File: src/rtl/ftdi_tx_mass_ctrl_pkg.sv
// Shared types and helpers for the FTDI TX mass-transfer sequencer.
package ftdi_mass_pkg;

    localparam int unsigned HDR_BYTES = 4;
    localparam int unsigned TX_BYTES  = 4;
    localparam int unsigned REM_W     = 33;

    typedef enum logic {
        HDR  = 1'b0,
        SEND = 1'b1
    } state_t;

    typedef struct packed {
        logic [31:0] tdata;
        logic [3:0]  tkeep;
        logic        tlast;
    } tx_word_t;

    // Lane mask for a word that starts with 'rem' bytes still owed to the host.
    function automatic logic [3:0] keep_from_remaining(input logic [REM_W-1:0] rem);
        if (rem >= REM_W'(TX_BYTES)) return 4'hF;
        case (rem[1:0])
            2'd3:    return 4'h7;
            2'd2:    return 4'h3;
            2'd1:    return 4'h1;
            default: return 4'h0;
        endcase
    endfunction

endpackage

File: src/rtl/ftdi_tx_mass_ctrl_if.sv
// RX header stream and TX data stream of the mass-transfer sequencer.
// master: the sequencer side; slave: the host-facing FIFO side.
interface ftdi_tx_mass_ctrl_if;
    logic        rx_tvalid;
    logic [7:0]  rx_tdata;
    logic        rx_tready;
    logic        tx_tready;
    logic        tx_tvalid;
    logic [31:0] tx_tdata;
    logic [3:0]  tx_tkeep;
    logic        tx_tlast;

    modport master (
        input  rx_tvalid, rx_tdata, tx_tready,
        output rx_tready, tx_tvalid, tx_tdata, tx_tkeep, tx_tlast
    );

    modport slave (
        output rx_tvalid, rx_tdata, tx_tready,
        input  rx_tready, tx_tvalid, tx_tdata, tx_tkeep, tx_tlast
    );
endinterface

File: src/rtl/ftdi_tx_mass_ctrl_hdr_collect.sv
// Assembles the 4-byte little-endian length header from the RX byte stream.
// Optional idle timeout on a partial header when TX_MASS_TIMEOUT_EN is defined.
module ftdi_hdr_collect
    import ftdi_mass_pkg::*;
#(
    parameter int unsigned LEN_W       = 32,
    parameter int unsigned TIMEOUT_CYC = 50_000_000
) (
    input  logic             clk,
    input  logic             rst,
    input  logic             arm,
    input  logic             rx_tvalid,
    input  logic [7:0]       rx_tdata,
    output logic             len_valid,
    output logic [LEN_W-1:0] len
);

    logic [1:0]  idx_q;
    logic [23:0] low_q;
    logic [31:0] hdr_c;
    logic        beat;
    logic        drop;

    if (TIMEOUT_CYC < 2) begin : g_timeout_chk
        $error("TIMEOUT_CYC must be at least 2");
    end

    assign beat      = arm & rx_tvalid;
    assign len_valid = beat && (idx_q == 2'(HDR_BYTES - 1));
    // The final byte is forwarded directly so the sequencer can react in the same cycle.
    assign hdr_c     = {rx_tdata, low_q};
    assign len       = hdr_c[LEN_W-1:0];

`ifdef TX_MASS_TIMEOUT_EN
    localparam int unsigned CNT_W = $clog2(TIMEOUT_CYC);

    logic [CNT_W-1:0] idle_q;

    assign drop = (idx_q != 2'd0) && !beat && (idle_q == CNT_W'(TIMEOUT_CYC - 1));

    always_ff @(posedge clk) begin
        if (rst || beat || (idx_q == 2'd0) || drop) idle_q <= '0;
        else                                        idle_q <= idle_q + CNT_W'(1);
    end
`else
    assign drop = 1'b0;
`endif

    always_ff @(posedge clk) begin
        if (rst) begin
            idx_q <= '0;
            low_q <= '0;
        end else if (beat) begin
            case (idx_q)
                2'd0:    low_q[7:0]   <= rx_tdata;
                2'd1:    low_q[15:8]  <= rx_tdata;
                2'd2:    low_q[23:16] <= rx_tdata;
                default: ;
            endcase
            idx_q <= idx_q + 2'd1;
        end else if (drop) begin
            idx_q <= '0;
        end
    end

endmodule

File: src/rtl/ftdi_tx_mass_ctrl.sv
// Reads a length header from RX, then streams that many incrementing pattern bytes on TX.
// Build option: TX_MASS_TIMEOUT_EN enables the partial-header idle timeout.
module ftdi_tx_mass_ctrl
    import ftdi_mass_pkg::*;
#(
    parameter int unsigned LEN_W       = 32,
    parameter int unsigned TIMEOUT_CYC = 50_000_000
) (
    input  logic                clk,
    input  logic                rst,
    ftdi_tx_mass_ctrl_if.master bus,
    output logic                busy,
    output logic                done
);

    localparam int unsigned CW = LEN_W + 1;

    if (LEN_W < 1 || LEN_W > 32) begin : g_len_chk
        $error("LEN_W must be in 1..32");
    end

    state_t           state_q, state_d;
    logic [CW-1:0]    b_q, b_d;
    logic [CW-1:0]    len_q, len_d;
    logic [CW-1:0]    l_new;
    tx_word_t         word_q, word_d;
    logic             tvalid_q, tvalid_d;
    logic             done_q, done_d;
    logic             busy_q, busy_d;
    logic             rdy_q, rdy_d;
    logic             len_valid;
    logic [LEN_W-1:0] hdr_len;

    ftdi_hdr_collect #(
        .LEN_W       (LEN_W),
        .TIMEOUT_CYC (TIMEOUT_CYC)
    ) u_hdr (
        .clk       (clk),
        .rst       (rst),
        .arm       (rdy_q),
        .rx_tvalid (bus.rx_tvalid),
        .rx_tdata  (bus.rx_tdata),
        .len_valid (len_valid),
        .len       (hdr_len)
    );

    // Word starting at byte offset b of an L-byte transfer.
    function automatic tx_word_t make_word(input logic [CW-1:0] b, input logic [CW-1:0] l);
        tx_word_t w;
        w.tkeep = keep_from_remaining(REM_W'(l - b));
        w.tlast = (b + CW'(TX_BYTES)) >= l;
        for (int j = 0; j < 4; j++)
            w.tdata[8*j +: 8] = w.tkeep[j] ? 8'(b + CW'(j)) : 8'h00;
        return w;
    endfunction

    always_ff @(posedge clk) begin
        if (rst) begin
            state_q  <= HDR;
            b_q      <= '0;
            len_q    <= '0;
            word_q   <= '0;
            tvalid_q <= 1'b0;
            done_q   <= 1'b0;
            busy_q   <= 1'b0;
            rdy_q    <= 1'b1;
        end else begin
            state_q  <= state_d;
            b_q      <= b_d;
            len_q    <= len_d;
            word_q   <= word_d;
            tvalid_q <= tvalid_d;
            done_q   <= done_d;
            busy_q   <= busy_d;
            rdy_q    <= rdy_d;
        end
    end

    always_comb begin
        state_d  = state_q;
        b_d      = b_q;
        len_d    = len_q;
        word_d   = word_q;
        tvalid_d = tvalid_q;
        done_d   = 1'b0;
        l_new    = CW'(hdr_len);

        case (state_q)
            HDR: begin
                if (len_valid) begin
                    if (hdr_len == '0) begin
                        done_d = 1'b1;
                    end else begin
                        state_d  = SEND;
                        len_d    = l_new;
                        b_d      = '0;
                        word_d   = make_word(CW'(0), l_new);
                        tvalid_d = 1'b1;
                    end
                end
            end
            SEND: begin
                if (tvalid_q && bus.tx_tready) begin
                    if (word_q.tlast) begin
                        state_d  = HDR;
                        tvalid_d = 1'b0;
                        done_d   = 1'b1;
                        word_d   = '0;
                    end else begin
                        b_d    = b_q + CW'(TX_BYTES);
                        word_d = make_word(b_q + CW'(TX_BYTES), len_q);
                    end
                end
            end
            default: ;
        endcase

        busy_d = (state_d == SEND);
        rdy_d  = (state_d == HDR);
    end

    assign bus.rx_tready = rdy_q;
    assign bus.tx_tvalid = tvalid_q;
    assign bus.tx_tdata  = word_q.tdata;
    assign bus.tx_tkeep  = word_q.tkeep;
    assign bus.tx_tlast  = word_q.tlast;
    assign busy          = busy_q;
    assign done          = done_q;

endmodule

File: src/flat_wrapper.sv
// flat-port wrapper written by rule: the top's interface ports become plain ports
module ftdi_tx_mass_ctrl_flat import ftdi_mass_pkg::*;
#(
    parameter int unsigned LEN_W       = 32,
    parameter int unsigned TIMEOUT_CYC = 50_000_000
)
  (clk, rst, busy, done, bus_rx_tvalid, bus_rx_tdata, bus_tx_tready, bus_rx_tready, bus_tx_tvalid, bus_tx_tdata, bus_tx_tkeep, bus_tx_tlast);
  ftdi_tx_mass_ctrl_if bus_i ();
  input  logic clk;
  input  logic rst;
  output logic busy;
  output logic done;
  input wire logic [$bits(bus_i.rx_tvalid)-1:0] bus_rx_tvalid;
  input wire logic [$bits(bus_i.rx_tdata)-1:0] bus_rx_tdata;
  input wire logic [$bits(bus_i.tx_tready)-1:0] bus_tx_tready;
  output wire logic [$bits(bus_i.rx_tready)-1:0] bus_rx_tready;
  output wire logic [$bits(bus_i.tx_tvalid)-1:0] bus_tx_tvalid;
  output wire logic [$bits(bus_i.tx_tdata)-1:0] bus_tx_tdata;
  output wire logic [$bits(bus_i.tx_tkeep)-1:0] bus_tx_tkeep;
  output wire logic [$bits(bus_i.tx_tlast)-1:0] bus_tx_tlast;
  assign bus_i.rx_tvalid = bus_rx_tvalid;
  assign bus_i.rx_tdata = bus_rx_tdata;
  assign bus_i.tx_tready = bus_tx_tready;
  assign bus_rx_tready = bus_i.rx_tready;
  assign bus_tx_tvalid = bus_i.tx_tvalid;
  assign bus_tx_tdata = bus_i.tx_tdata;
  assign bus_tx_tkeep = bus_i.tx_tkeep;
  assign bus_tx_tlast = bus_i.tx_tlast;
  ftdi_tx_mass_ctrl #(.LEN_W(LEN_W), .TIMEOUT_CYC(TIMEOUT_CYC)) u_core (.clk(clk), .rst(rst), .bus(bus_i), .busy(busy), .done(done));
endmodule
File: config.mk
export PLATFORM = sky130hd
export DESIGN_NAME = ftdi_tx_mass_ctrl_flat
export DESIGN_NICKNAME = d
export VERILOG_FILES = /design/src/rtl/ftdi_tx_mass_ctrl_pkg.sv /design/src/rtl/ftdi_tx_mass_ctrl_if.sv /design/src/rtl/ftdi_tx_mass_ctrl_hdr_collect.sv /design/src/rtl/ftdi_tx_mass_ctrl.sv /design/src/flat_wrapper.sv
export SDC_FILE = /design/constraint.sdc
export NUM_CORES = 1
export LEC_CHECK = 0
export CAP_MARGIN = 15
export CORE_MARGIN = 5
export CORE_UTILIZATION = 54
export CTS_BUF_LIST = sky130_fd_sc_hd__clkbuf_8
export DETAILED_ROUTE_END_ITERATION = 16
export PLACE_DENSITY = 0.87
export SETUP_SLACK_MARGIN = 0.3
export SLEW_MARGIN = 40
export SYNTH_ARGS = -nofsm -noshare
export SYNTH_HDL_FRONTEND = slang
export SYNTH_SLANG_ARGS = --single-unit
File: constraint.sdc
create_clock -name clk -period 4.4 [get_ports clk]
set_clock_uncertainty 0.1 [all_clocks]
set_input_delay 0.66 -clock clk [delete_from_list [all_inputs] [get_ports clk]]
set_output_delay 0.66 -clock clk [all_outputs]
set_load 0.01 [all_outputs]
==> run metrics, run 1 <==
Layout Nets=around 1400; Most Crowded Layer GR=met2; largest net degree at the start of global routing=about 100; post-synthesis instance total=between 1000 and 1500; share of cells above drive strength 1=between 20% and 30%; Tightest Hold Check Type=flip-flop to flip-flop; Layout area overhead=36.48%; drt initial violations=937; CORE AREA=around 16000 um^2; r2r startpoint=u_core.b_q[4]$_SDFFE_PP0P_; most frequent cells in the layout=buf_4 (167), nand2_1 (161), dfxtp_1 (111); Power Dens Cells=between 200 and 250 nW/um^2; max-slew violations=0; Slew headroom=47.44%; Buffers on Ports=51; Synth Register Bits=between 100 and 150; Reg2Reg Setup Slack=-50 ps; first-pass GRT wire length=approximately 45000 um; Post-CTS Hold Fix Bufs=0; max_cap viols=0; maximum vdd drop=206.3 uV; reg2reg end=u_core.bus.tx_tlast$_SDFFE_PP0P_; synth unique cells=79; Antenna Nets Post-Route=0; met2 Usage GRT=51.45%; simple-gate portion of the synthesized area=27.20%; Yosys warning count=0; first-pass iteration count of the detailed router=7; I/O pin count=53; initial core utilization=a little over half; Hold Slack=around 350 ps; vias in the first global route=around 9000; CTS root buf=clkbuf_8; detailed placer's ending HPWL=between 20000 and 25000 um; H-tree depth=4; initial antenna violation count=0; main combinational cell family by area after synthesis=simple AND/OR/NAND/NOR gates; WHS Path Cells=2; synthesized cell area=roughly 8700 um^2; commonest non-fill, non-tap cell in the layout=buf_4; Worst Min Path Start=u_core.bus.tx_tdata[12]$_SDFFE_PP0P_; Startpoint Class=flip-flop; Fmax achieved=~220 MHz; adder-cell share of the synthesized area=between 9 and 10%; top cell type's share of synthesized area=~28%; total wire length=slightly below 30000 um; routability cong.=about 0.99; RSZ-0062 raised after global routing=yes; violations in the final reports=setup timing; post-synthesis compound-gate area fraction=20.57%; Tot Pwr=around 2.4 mW; static leakage=4.795 nW; GRT overflow=0; final core occ=approximately 75%; vias post-DR=roughly 9500; xor/xnor share of the synthesized area=~7.3%; maximum clock insertion buffer count=2; wire per inst=around 19 um; CTS tree=done; Crit Path Max Fanout=4; min cycle time layout=between 4000 and 5000 ps; ANT cells=0; die height=136.9 um; post-synthesis mux area share=0.5898%; Synth Area per Inst=~7.6 um^2; setup violators final=14; Final period util=101.2%; worst-margin pin slew=788.4 ps; setup TNS=-327.2 ps; sequential share of the synthesized area=between 20% and 30%; crit path kind=flip-flop to flip-flop; die area=around 19000 um^2; clock edge transition at the registers on the reported setup and hold paths=90 ps; status=finished, violations left; GR Layer Usage met3=around 6.0%; Hold Fails Final Rpt=0; Worst R2R Path Depth=17; vias per cell=around 6; Synth Flop Type=dfxtp_1; final worst-path setup slack=-54.83 ps; cell taking the most area after synthesis=dfxtp_1; die width=roughly 140 um; Setup crit end kind=flip-flop; Clock Latency Late Sink=460 ps; Residual DRC=0; asr flop ratio synth=0%; CP arrival=about 4800 ps; Num CTS Buffers=17; Post-synth EDFFs=0; Global Route Usage Sum=between 30% and 40%; Sink Count=about 120; Critical Path RT=~4700 ps; Hold EP=u_core.bus.tx_tdata[12]$_SDFFE_PP0P_; Synth area leaders=dfxtp_1 (28%), ha_1 (9.8%), nand2_1 (7.2%); FP Rows=46; met1 usage=36.80%
## worst max-delay path by stage
stage,from,endpoint,slack (ps),depth (start not counted)
floorplan,u_core.b_q[4]$_SDFFE_PP0P_,u_core.bus.tx_tkeep[0]$_SDFFE_PP0P_,5,18
global placement,u_core.b_q[19]$_SDFFE_PP0P_,u_core.bus.tx_tkeep[0]$_SDFFE_PP0P_,-270,16
detailed placement,u_core.b_q[19]$_SDFFE_PP0P_,u_core.bus.tx_tkeep[0]$_SDFFE_PP0P_,-400,16
global route,u_core.b_q[4]$_SDFFE_PP0P_,u_core.bus.tx_tlast$_SDFFE_PP0P_,-260,18
CTS,u_core.b_q[19]$_SDFFE_PP0P_,u_core.bus.tx_tkeep[0]$_SDFFE_PP0P_,-5,17
finish,u_core.b_q[4]$_SDFFE_PP0P_,u_core.bus.tx_tlast$_SDFFE_PP0P_,-50,17
## report_power, final
group / leakage, nW / internal, mW / switching, mW
Clock: 0.197 / 0.477 / 0.585
Combinational: 3.60 / 0.0720 / 0.110
Sequential: 1.00 / 1.12 / 0.0177
Total: 4.79 / 1.67 / 0.712
## flip-flops by register name, summed over array words and instances, names as in the netlist
register and cells:
u_core.len_q 32, u_core.b_q 31, u_core.state_q 1, u_core.done 1
u_core.u_hdr.low_q 24, u_core.bus.tx_tlast 1, u_core.u_hdr.idx_q 2, u_core.bus.tx_tvalid 1
u_core.bus.tx_tdata 25, u_core.bus.rx_tready 1, u_core.bus.tx_tkeep 4
## synthesized netlist by cell type, types with 3 or more instances
master and count:
xor2_1 28, ha_1 68, dfxtp_1 123, nor3b_1 3, a22oi_1 4, clkbuf_1 50, or3_4 5, o31ai_1 7
a31oi_1 31, xnor2_1 43, buf_2 3, buf_4 11, buf_1 3, o21bai_1 4, a21boi_0 4, nand4_1 22
nor3_1 24, nand3b_1 3, o21a_1 8, a21oi_1 108, and2_1 5, inv_1 54, nor2_1 99, nor2b_1 5
a211oi_1 9, nand2b_1 13, a21o_1 21, nor4_1 11, nand3_1 52, or4_1 6, or3_1 4, nand2_1 166
and4_1 3, and3_1 15, o211ai_1 9, o21ai_0 60, buf_6 3, a211o_1 3, mux2i_1 4, nor4_4 5
## area by class of cell
type | count | area (um^2)
timing repair buffer | 228 | 1889
clock buffer | 17 | 234.0
sequential | 123 | 2490
multi-input combinational | 906 | 6611
clock inverter | 15 | 173.9
fill | 1072 | 3956
inverter | 54 | 202.7
tap | 216 | 270.3
## per-stage QoR
step                instances  setup slack, ps  area [um^2]
finish                   1559           -54.83        11870
global route             1559           -259.4        11870
CTS                      1541           -5.040        11330
detailed placement       1502           -401.1        10610
global placement         1502           -271.4        10600
floorplan                1153            5.034         9049
## kinds of logic after synthesis
logic type      after synthesis
fa+ha+maj                    68
flops                       123
mux                           5
other cells                   2
simple gates                464
buf+inv                     124
compound gates              294
xor+xnor                     72
## metal layers
metal  vias up  part of all wire (%)
li1       4429                     -
met1      4487                    39
met2       482                    49
met3       123                   7.2
met4         0                   5.1
met5         -                     0
## repair_timing
| item | CTS | global route |
|---|---|---|
| gates resized for setup | 65 | 77 |
| endpoints found under the setup margin | 29 | 29 |
| gates cloned | 0 | 0 |
| pin swaps | 26 | 57 |
| buffers inserted | 7 | 18 |
## critical path, cell delays in order (launching register included)
cell      delay [ps]
dfxtp_4          380
nand4_4          140
buf_12           160
nor4_4           340
buf_4            170
nand4_1          130
xor2_2           210
or3_4            390
or3_4            340
or3_4            410
buf_6            140
nor2_4           120
xnor2_2           70
ha_1             320
nand4_1          240
nor4_1           420
o21bai_1         150
a31oi_1          170
Power figures use the tool's default switching activity.
==> inputs of run 2 (changes only) <==
TNS_END_PERCENT = 50   (was default)
==> run 2 against run 1 <==
Against the previous run:
- the run still ends with setup timing left
- clock power is 8% higher
- clock-buffer cell count unchanged
- maximum frequency decreased by 4.6%
- largest cell class unchanged
==> run metrics, run 2 (synthesis gave the netlist of run 1 again) <==
status=finished, violations left; violations in the final reports=setup timing; vias per cell=6.073 (-0.57%); Top reg by flops=u_core.len_q; Layout Nets=1408 (-0.14%); pre-CTS setup slack=-339.5 ps (+61.61 ps); initial core utilization=54.96% (unchanged); Antenna Nets Post-Route=0 (unchanged); clock edge transition at the registers on the reported setup and hold paths=90 ps (about the same); Startpoint Class=flip-flop; DP Cell Count=1501 (-0.067%); largest stage delay on the critical path=500 ps (+80 ps); initial antenna violation count=0 (unchanged); first-pass iteration count of the detailed router=6 (-1); largest net degree at the start of global routing=67 (-32%); crit path kind=flip-flop to flip-flop; sw power=0.6835 mW (-4.0%); CP Cell Sequence=ha_4, inv_4, nor4_4, buf_4, xnor2_4, ha_4, and3_4, o21a_1, a211o_1, buf_6, or4_4, a21boi_2, o211ai_1, nor4_4, nand4_1, buf_6, buf_12, nor4b_4, o21ai_1; Power Dens Cells=210.6 nW/um^2 (+4.8%); CTS tree=done; RSZ-0062 raised after global routing=yes; Clk network pwr share=46.2% (+1.7 points); CTS root buf=clkbuf_8; FP Rows=46 (unchanged); CP top delay family=simple AND/OR/NAND/NOR gates; CP Launch Point=u_core.b_q[3]$_SDFFE_PP0P_; Residual DRC=0 (unchanged); switch share=27.74% (-2.1 points); Clock Latency Late Sink=470 ps (about the same); Final period util=106.1% (+4.9 points); most frequent cells in the layout=buf_4 (166), nand2_1 (163), dfxtp_1 (111); r2r startpoint=u_core.b_q[3]$_SDFFE_PP0P_; Critical Path RT=4630 ps (-70 ps); crit path capture=u_core.bus.tx_tdata[19]$_SDFFE_PP0P_; CORE AREA=15830 um^2 (unchanged); Tightest Hold Check Type=flip-flop to flip-flop; Buffers on Ports=51 (unchanged); Reg2Reg Setup Slack=-270 ps (-220 ps); WP depth=19 (+2); I/O pin count=53 (unchanged); die height=136.9 um (unchanged); Num CTS Buffers=17 (unchanged); maximum vdd drop=223.7 uV (+8.4%); detailed placer's ending HPWL=20350 um (-2.3%); wire per inst=18.52 um (-0.59%); Comb power frac=7.4% (-0.2 points); max_cap viols=0 (unchanged); Layout area overhead=34.48%; Post-Layout Cell Count=1557 (-0.13%); Crit Path Max Fanout=6 (+2); slowest CP cell=or4_4; static leakage=4.745 nW (-1.0%); vias post-DR=9455 (-0.69%); sequential share of power=46.5% (-1.4 points); worst-margin pin slew=692.7 ps (-95.64 ps); Sink Count=123 (unchanged); first-pass GRT wire length=44640 um (-1.1%); die width=136.9 um (unchanged); final worst-path setup slack=-270.5 ps (-215.7 ps); ANT cells=0 (unchanged); max FFs per register=32 (unchanged); total wire length=28830 um (-0.72%); Worst R2R Path Depth=19 (+2); H-tree depth=4 (unchanged); Setup crit end kind=flip-flop; max-slew violations=0 (unchanged); Hold Fails Final Rpt=0 (unchanged); CP arrival=4900 ps (+140 ps); Hold Slack=349.4 ps (-3.024 ps); reg2reg end=u_core.bus.tx_tdata[19]$_SDFFE_PP0P_; fill cell count=1093 (+2.0%); GRT overflow=0 (unchanged); share of cells above drive strength 1=26.32% (-1.2 points); Slew headroom=53.82% (+6.4 points); commonest non-fill, non-tap cell in the layout=buf_4; setup violators final=29 (+15); die area=18750 um^2 (unchanged); Int Pwr=1.780 mW (+6.4%); CP bufs+invs=5 (+2); vias in the first global route=9056 (+0.79%); Post-CTS Hold Fix Bufs=0 (unchanged); Fmax achieved=214.1 MHz (-4.6%); Global Route Usage Sum=29.96% (-0.38 points); min cycle time layout=4671 ps (+215.7 ps); maximum clock insertion buffer count=2 (unchanged); routability cong.=0.9554 (-3.4%); drt initial violations=932 (-0.53%)
-- run 2: power by group through the flow --
stage	sequential, mW	clock [mW]	combinational [mW]
after floorplan	1.16	0	0.112
after global placement	1.17	0	0.163
after detailed placement	1.17	0	0.167
after CTS	1.14	1.14	0.170
after global routing	1.15	1.19	0.197
final	1.14	1.14	0.182
-- run 2: layer usage --
metal	track usage (%)	wire, um	up-vias
li1	-	-	4411
met1	37.04	11080	4427
met2	50.68	13720	485
met3	5.000	2430	132
met4	14.36	1604	0
met5	0	0	-
-- run 2: area by class of cell --
cell class,instances,area [um^2],area share (%)
Multi-Input combinational cell,906,6436,55.02
Sequential cell,123,2482,21.22
Timing Repair Buffer,226,1871,15.99
Tap cell,216,270.3,2.310
Clock buffer,17,234.0,2.000
Inverter,54,205.2,1.754
Clock inverter,15,198.9,1.701
-- run 2: worst min-delay path by stage --
stage                                                     from                              endpoint  slack [ps]  depth (start not counted)
after floorplan                   u_core.len_q[1]$_SDFFE_PP0P_          u_core.len_q[1]$_SDFFE_PP0P_         340                          2
after global placement    u_core.bus.tx_tdata[15]$_SDFFE_PP0P_  u_core.bus.tx_tdata[15]$_SDFFE_PP0P_         340                          2
after detailed placement  u_core.bus.tx_tdata[29]$_SDFFE_PP0P_  u_core.bus.tx_tdata[29]$_SDFFE_PP0P_         340                          2
after CTS                 u_core.bus.tx_tdata[12]$_SDFFE_PP0P_  u_core.bus.tx_tdata[12]$_SDFFE_PP0P_         350                          2
after global routing      u_core.bus.tx_tdata[26]$_SDFFE_PP0P_  u_core.bus.tx_tdata[26]$_SDFFE_PP0P_         380                          2
final                     u_core.bus.tx_tdata[29]$_SDFFE_PP0P_  u_core.bus.tx_tdata[29]$_SDFFE_PP0P_         350                          2
-- run 2: stage by stage --
step	power [mW]	cell area (um^2)	util [%]	setup TNS (ps)
CTS	2.455	11290	71.32	-2421
global route	2.533	11700	73.91	-8269
global placement	1.332	10570	66.78	-2131
finish	2.464	11700	73.91	-5000
floorplan	1.277	9037	-	0
detailed placement	1.337	10580	66.81	-8003
-- run 2: what timing repair did --
action                     in CTS  in global routing
resized for setup              49                 58
buffers inserted               11                 13
pin swaps                      15                 54
setup endpoints to repair      29                 29
-- run 2: worst min-delay path, stage by stage, from the launching register on --
cell     delay, ps
dfxtp_1        320
nand2_1         50
o21ai_1         50
==> inputs of run 3 (changes only) <==
DONT_BUFFER_PORTS = 1   (was default)
PLACE_DENSITY = 0.83   (was 0.87)
==> run 3 against run 2 <==
Against the previous run:
- the run still ends with setup timing left
- core utilization down 3.4 points
- register-to-register slack better by 110 ps
- maximum frequency rose by 2.5%
- clock power shrank 11%
- power fell by 6.6%
- via count down 2.1%
- sequential power is essentially flat
- wire length down 3.3%
- clock-buffer cell count rose by 1
- global-route usage fell by 0.30 points
- sequential cell count did not move
- sequential share of layout area grew 1.1 points
- critical path type unchanged
- largest cell class unchanged
==> run metrics, run 3 (synthesis gave the netlist of run 1 again) <==
status=finished, violations left; violations in the final reports=setup timing; max_cap viols=0 (unchanged); slowest CP cell=or3_4; Multi-input gate area=6568 um^2 (+2.0%); most frequent CP cell=or3_4; Slew headroom=53.61% (-0.20 points); vias per cell=6.202 (+2.1%); commonest non-fill, non-tap cell in the layout=nand2_1; vias post-DR=9254 (-2.1%); Reg2Reg Setup Slack=-160 ps (+110 ps); share of cells above drive strength 1=27.59% (+1.3 points); Tightest Hold Check Type=input port to flip-flop; Tot Pwr=2.302 mW (-6.6%); min cycle time layout=4558 ps (-112.1 ps); initial core utilization=54.96% (unchanged); most frequent cells in the layout=nand2_1 (162), buf_4 (155), dfxtp_1 (112); Buffers on Ports=0 (-100%); static leakage=4.497 nW (-5.2%); Hold EP=u_core.bus.tx_tkeep[1]$_SDFFE_PP0P_; setup violators final=20 (-31%); Fmax achieved=219.4 MHz (+2.5%); detailed placer's ending HPWL=19740 um (-3.0%); final core occ=70.51% (-3.4 points); initial antenna violation count=1 (+1); Clock Latency Late Sink=460 ps (about the same); Worst R2R Path Depth=17 (-2); fin area=11160 um^2 (-4.6%); Antenna Nets Post-Route=0 (unchanged); GRT overflow=0 (unchanged); Hold Slack=169.6 ps (-179.8 ps); clock edge transition at the registers on the reported setup and hold paths=80 ps (about the same); maximum vdd drop=253.3 uV (+13%); dpl cell area=9975 um^2 (-5.7%); die width=136.9 um (unchanged); ANT cells=0 (unchanged); Global Route Usage Sum=29.66% (-0.30 points); RSZ-0062 raised after global routing=yes; Residual DRC=0 (unchanged); Final period util=103.6% (-2.5 points); H-tree depth=4 (unchanged); largest net degree at the start of global routing=100 (+49%); Setup crit end kind=flip-flop; CP Launch Point=u_core.b_q[19]$_SDFFE_PP0P_; CORE AREA=15830 um^2 (unchanged); CP arrival=4840 ps (-60 ps); Num CTS Buffers=17 (unchanged); vias in the first global route=8895 (-1.8%); total wire length=27880 um (-3.3%); r2r startpoint=u_core.b_q[19]$_SDFFE_PP0P_; CP Cell Sequence=and4_4, nand4_1, or3_4, buf_6, xor2_4, or3_4, or3_4, or3_4, buf_6, nor2_4, xnor2_2, ha_1, nand4_1, nor3_1, nand4_1, and3_1, a31oi_1; Power Dens Cells=206.3 nW/um^2 (-2.1%); Hold Fails Final Rpt=0 (unchanged); Startpoint Class=flip-flop; fill cell count=1154 (+5.6%); routability cong.=1.011 (+5.8%); CP top delay family=simple AND/OR/NAND/NOR gates; CP bufs+invs=2 (-3); Top reg by flops=u_core.len_q; max-slew violations=0 (unchanged); crit path kind=flip-flop to flip-flop; Worst Min Path Start=rst; final worst-path setup slack=-158.4 ps (+112.1 ps); setup TNS=-1136 ps (+3864 ps); Layout area overhead=28.31%; WHS Path Cells=1 (-1); wire per inst=18.69 um (+0.94%); die height=136.9 um (unchanged); drt initial violations=922 (-1.1%); Layout Nets=1344 (-4.5%); die area=18750 um^2 (unchanged); maximum clock insertion buffer count=2 (unchanged); max FFs per register=32 (unchanged); I/O pin count=53 (unchanged); CTS root buf=clkbuf_8; FP Rows=46 (unchanged); Sink Count=123 (unchanged); largest stage delay on the critical path=520 ps (+20 ps); first-pass iteration count of the detailed router=6 (unchanged); CTS tree=done; first-pass GRT wire length=44230 um (-0.93%); Storage cell area=2486 um^2 (+0.15%); Critical Path RT=4680 ps (+50 ps); worst-margin pin slew=694.1 ps (+1.390 ps); reg2reg end=u_core.bus.tx_tlast$_SDFFE_PP0P_; Crit Path Max Fanout=6 (unchanged)
run 3: timing repair:
action | CTS | global route
endpoints found under the setup margin | 29 | 29
gates resized for setup | 59 | 74
buffers inserted | 10 | 12
pin swaps | 29 | 27
hold buffers | 0 | 0
run 3: metrics by stage:
| stage | setup slack [ps] | std cells |
|---|---|---|
| after floorplan | 5.034 | 1153 |
| after global routing | -226.5 | 1492 |
| after detailed placement | -428.2 | 1439 |
| after CTS | 61.65 | 1480 |
| final | -158.4 | 1492 |
| after global placement | -321.8 | 1439 |
run 3: layer usage:
| layer | global-route usage [%] | up-vias | share of wire, % |
|---|---|---|---|
| met5 | 0 | - | 0.047 |
| met4 | 14.69 | 2 | 5.1 |
| met3 | 7.537 | 132 | 8.4 |
| met2 | 47.86 | 463 | 47 |
| met1 | 36.79 | 4373 | 40 |
| li1 | - | 4284 | - |
run 3: area by class of cell:
| class | instances | share of cell area, % |
|---|---|---|
| Multi-Input combinational cell | 906 | 58.85 |
| Clock buffer | 18 | 2.220 |
| Timing Repair Buffer | 162 | 11.13 |
| Sequential cell | 123 | 22.28 |
| Inverter | 54 | 1.816 |
| Clock inverter | 13 | 1.289 |
| Tap cell | 216 | 2.422 |
run 3: how the worst max path moves through the flow:
stage / end / slack (ps) / cells after the start
finish: u_core.bus.tx_tlast$_SDFFE_PP0P_ / -160 / 17
global route: u_core.bus.tx_tlast$_SDFFE_PP0P_ / -230 / 17
CTS: u_core.bus.tx_tdata[14]$_SDFFE_PP0P_ / 60 / 17
detailed placement: u_core.bus.tx_tdata[18]$_SDFFE_PP0P_ / -430 / 15
global placement: u_core.bus.tx_tkeep[0]$_SDFFE_PP0P_ / -320 / 16
floorplan: u_core.bus.tx_tkeep[0]$_SDFFE_PP0P_ / 5 / 18
run 3: worst register-to-register path, stage by stage, from the launching register on:
cell	delay, ps
dfxtp_2	360
and4_4	240
nand4_1	150
or3_4	530
buf_6	170
xor2_4	160
or3_4	340
or3_4	350
or3_4	430
buf_6	150
nor2_4	130
xnor2_2	80
ha_1	310
nand4_1	170
nor3_1	290
nand4_1	120
and3_1	220
a31oi_1	190
run 3: power by group:
part / total [mW] / internal, mW / switching [mW]
clock: 1.01 / 0.518 / 0.497
combinational: 0.143 / 0.0587 / 0.0839
sequential: 1.14 / 1.13 / 0.0188
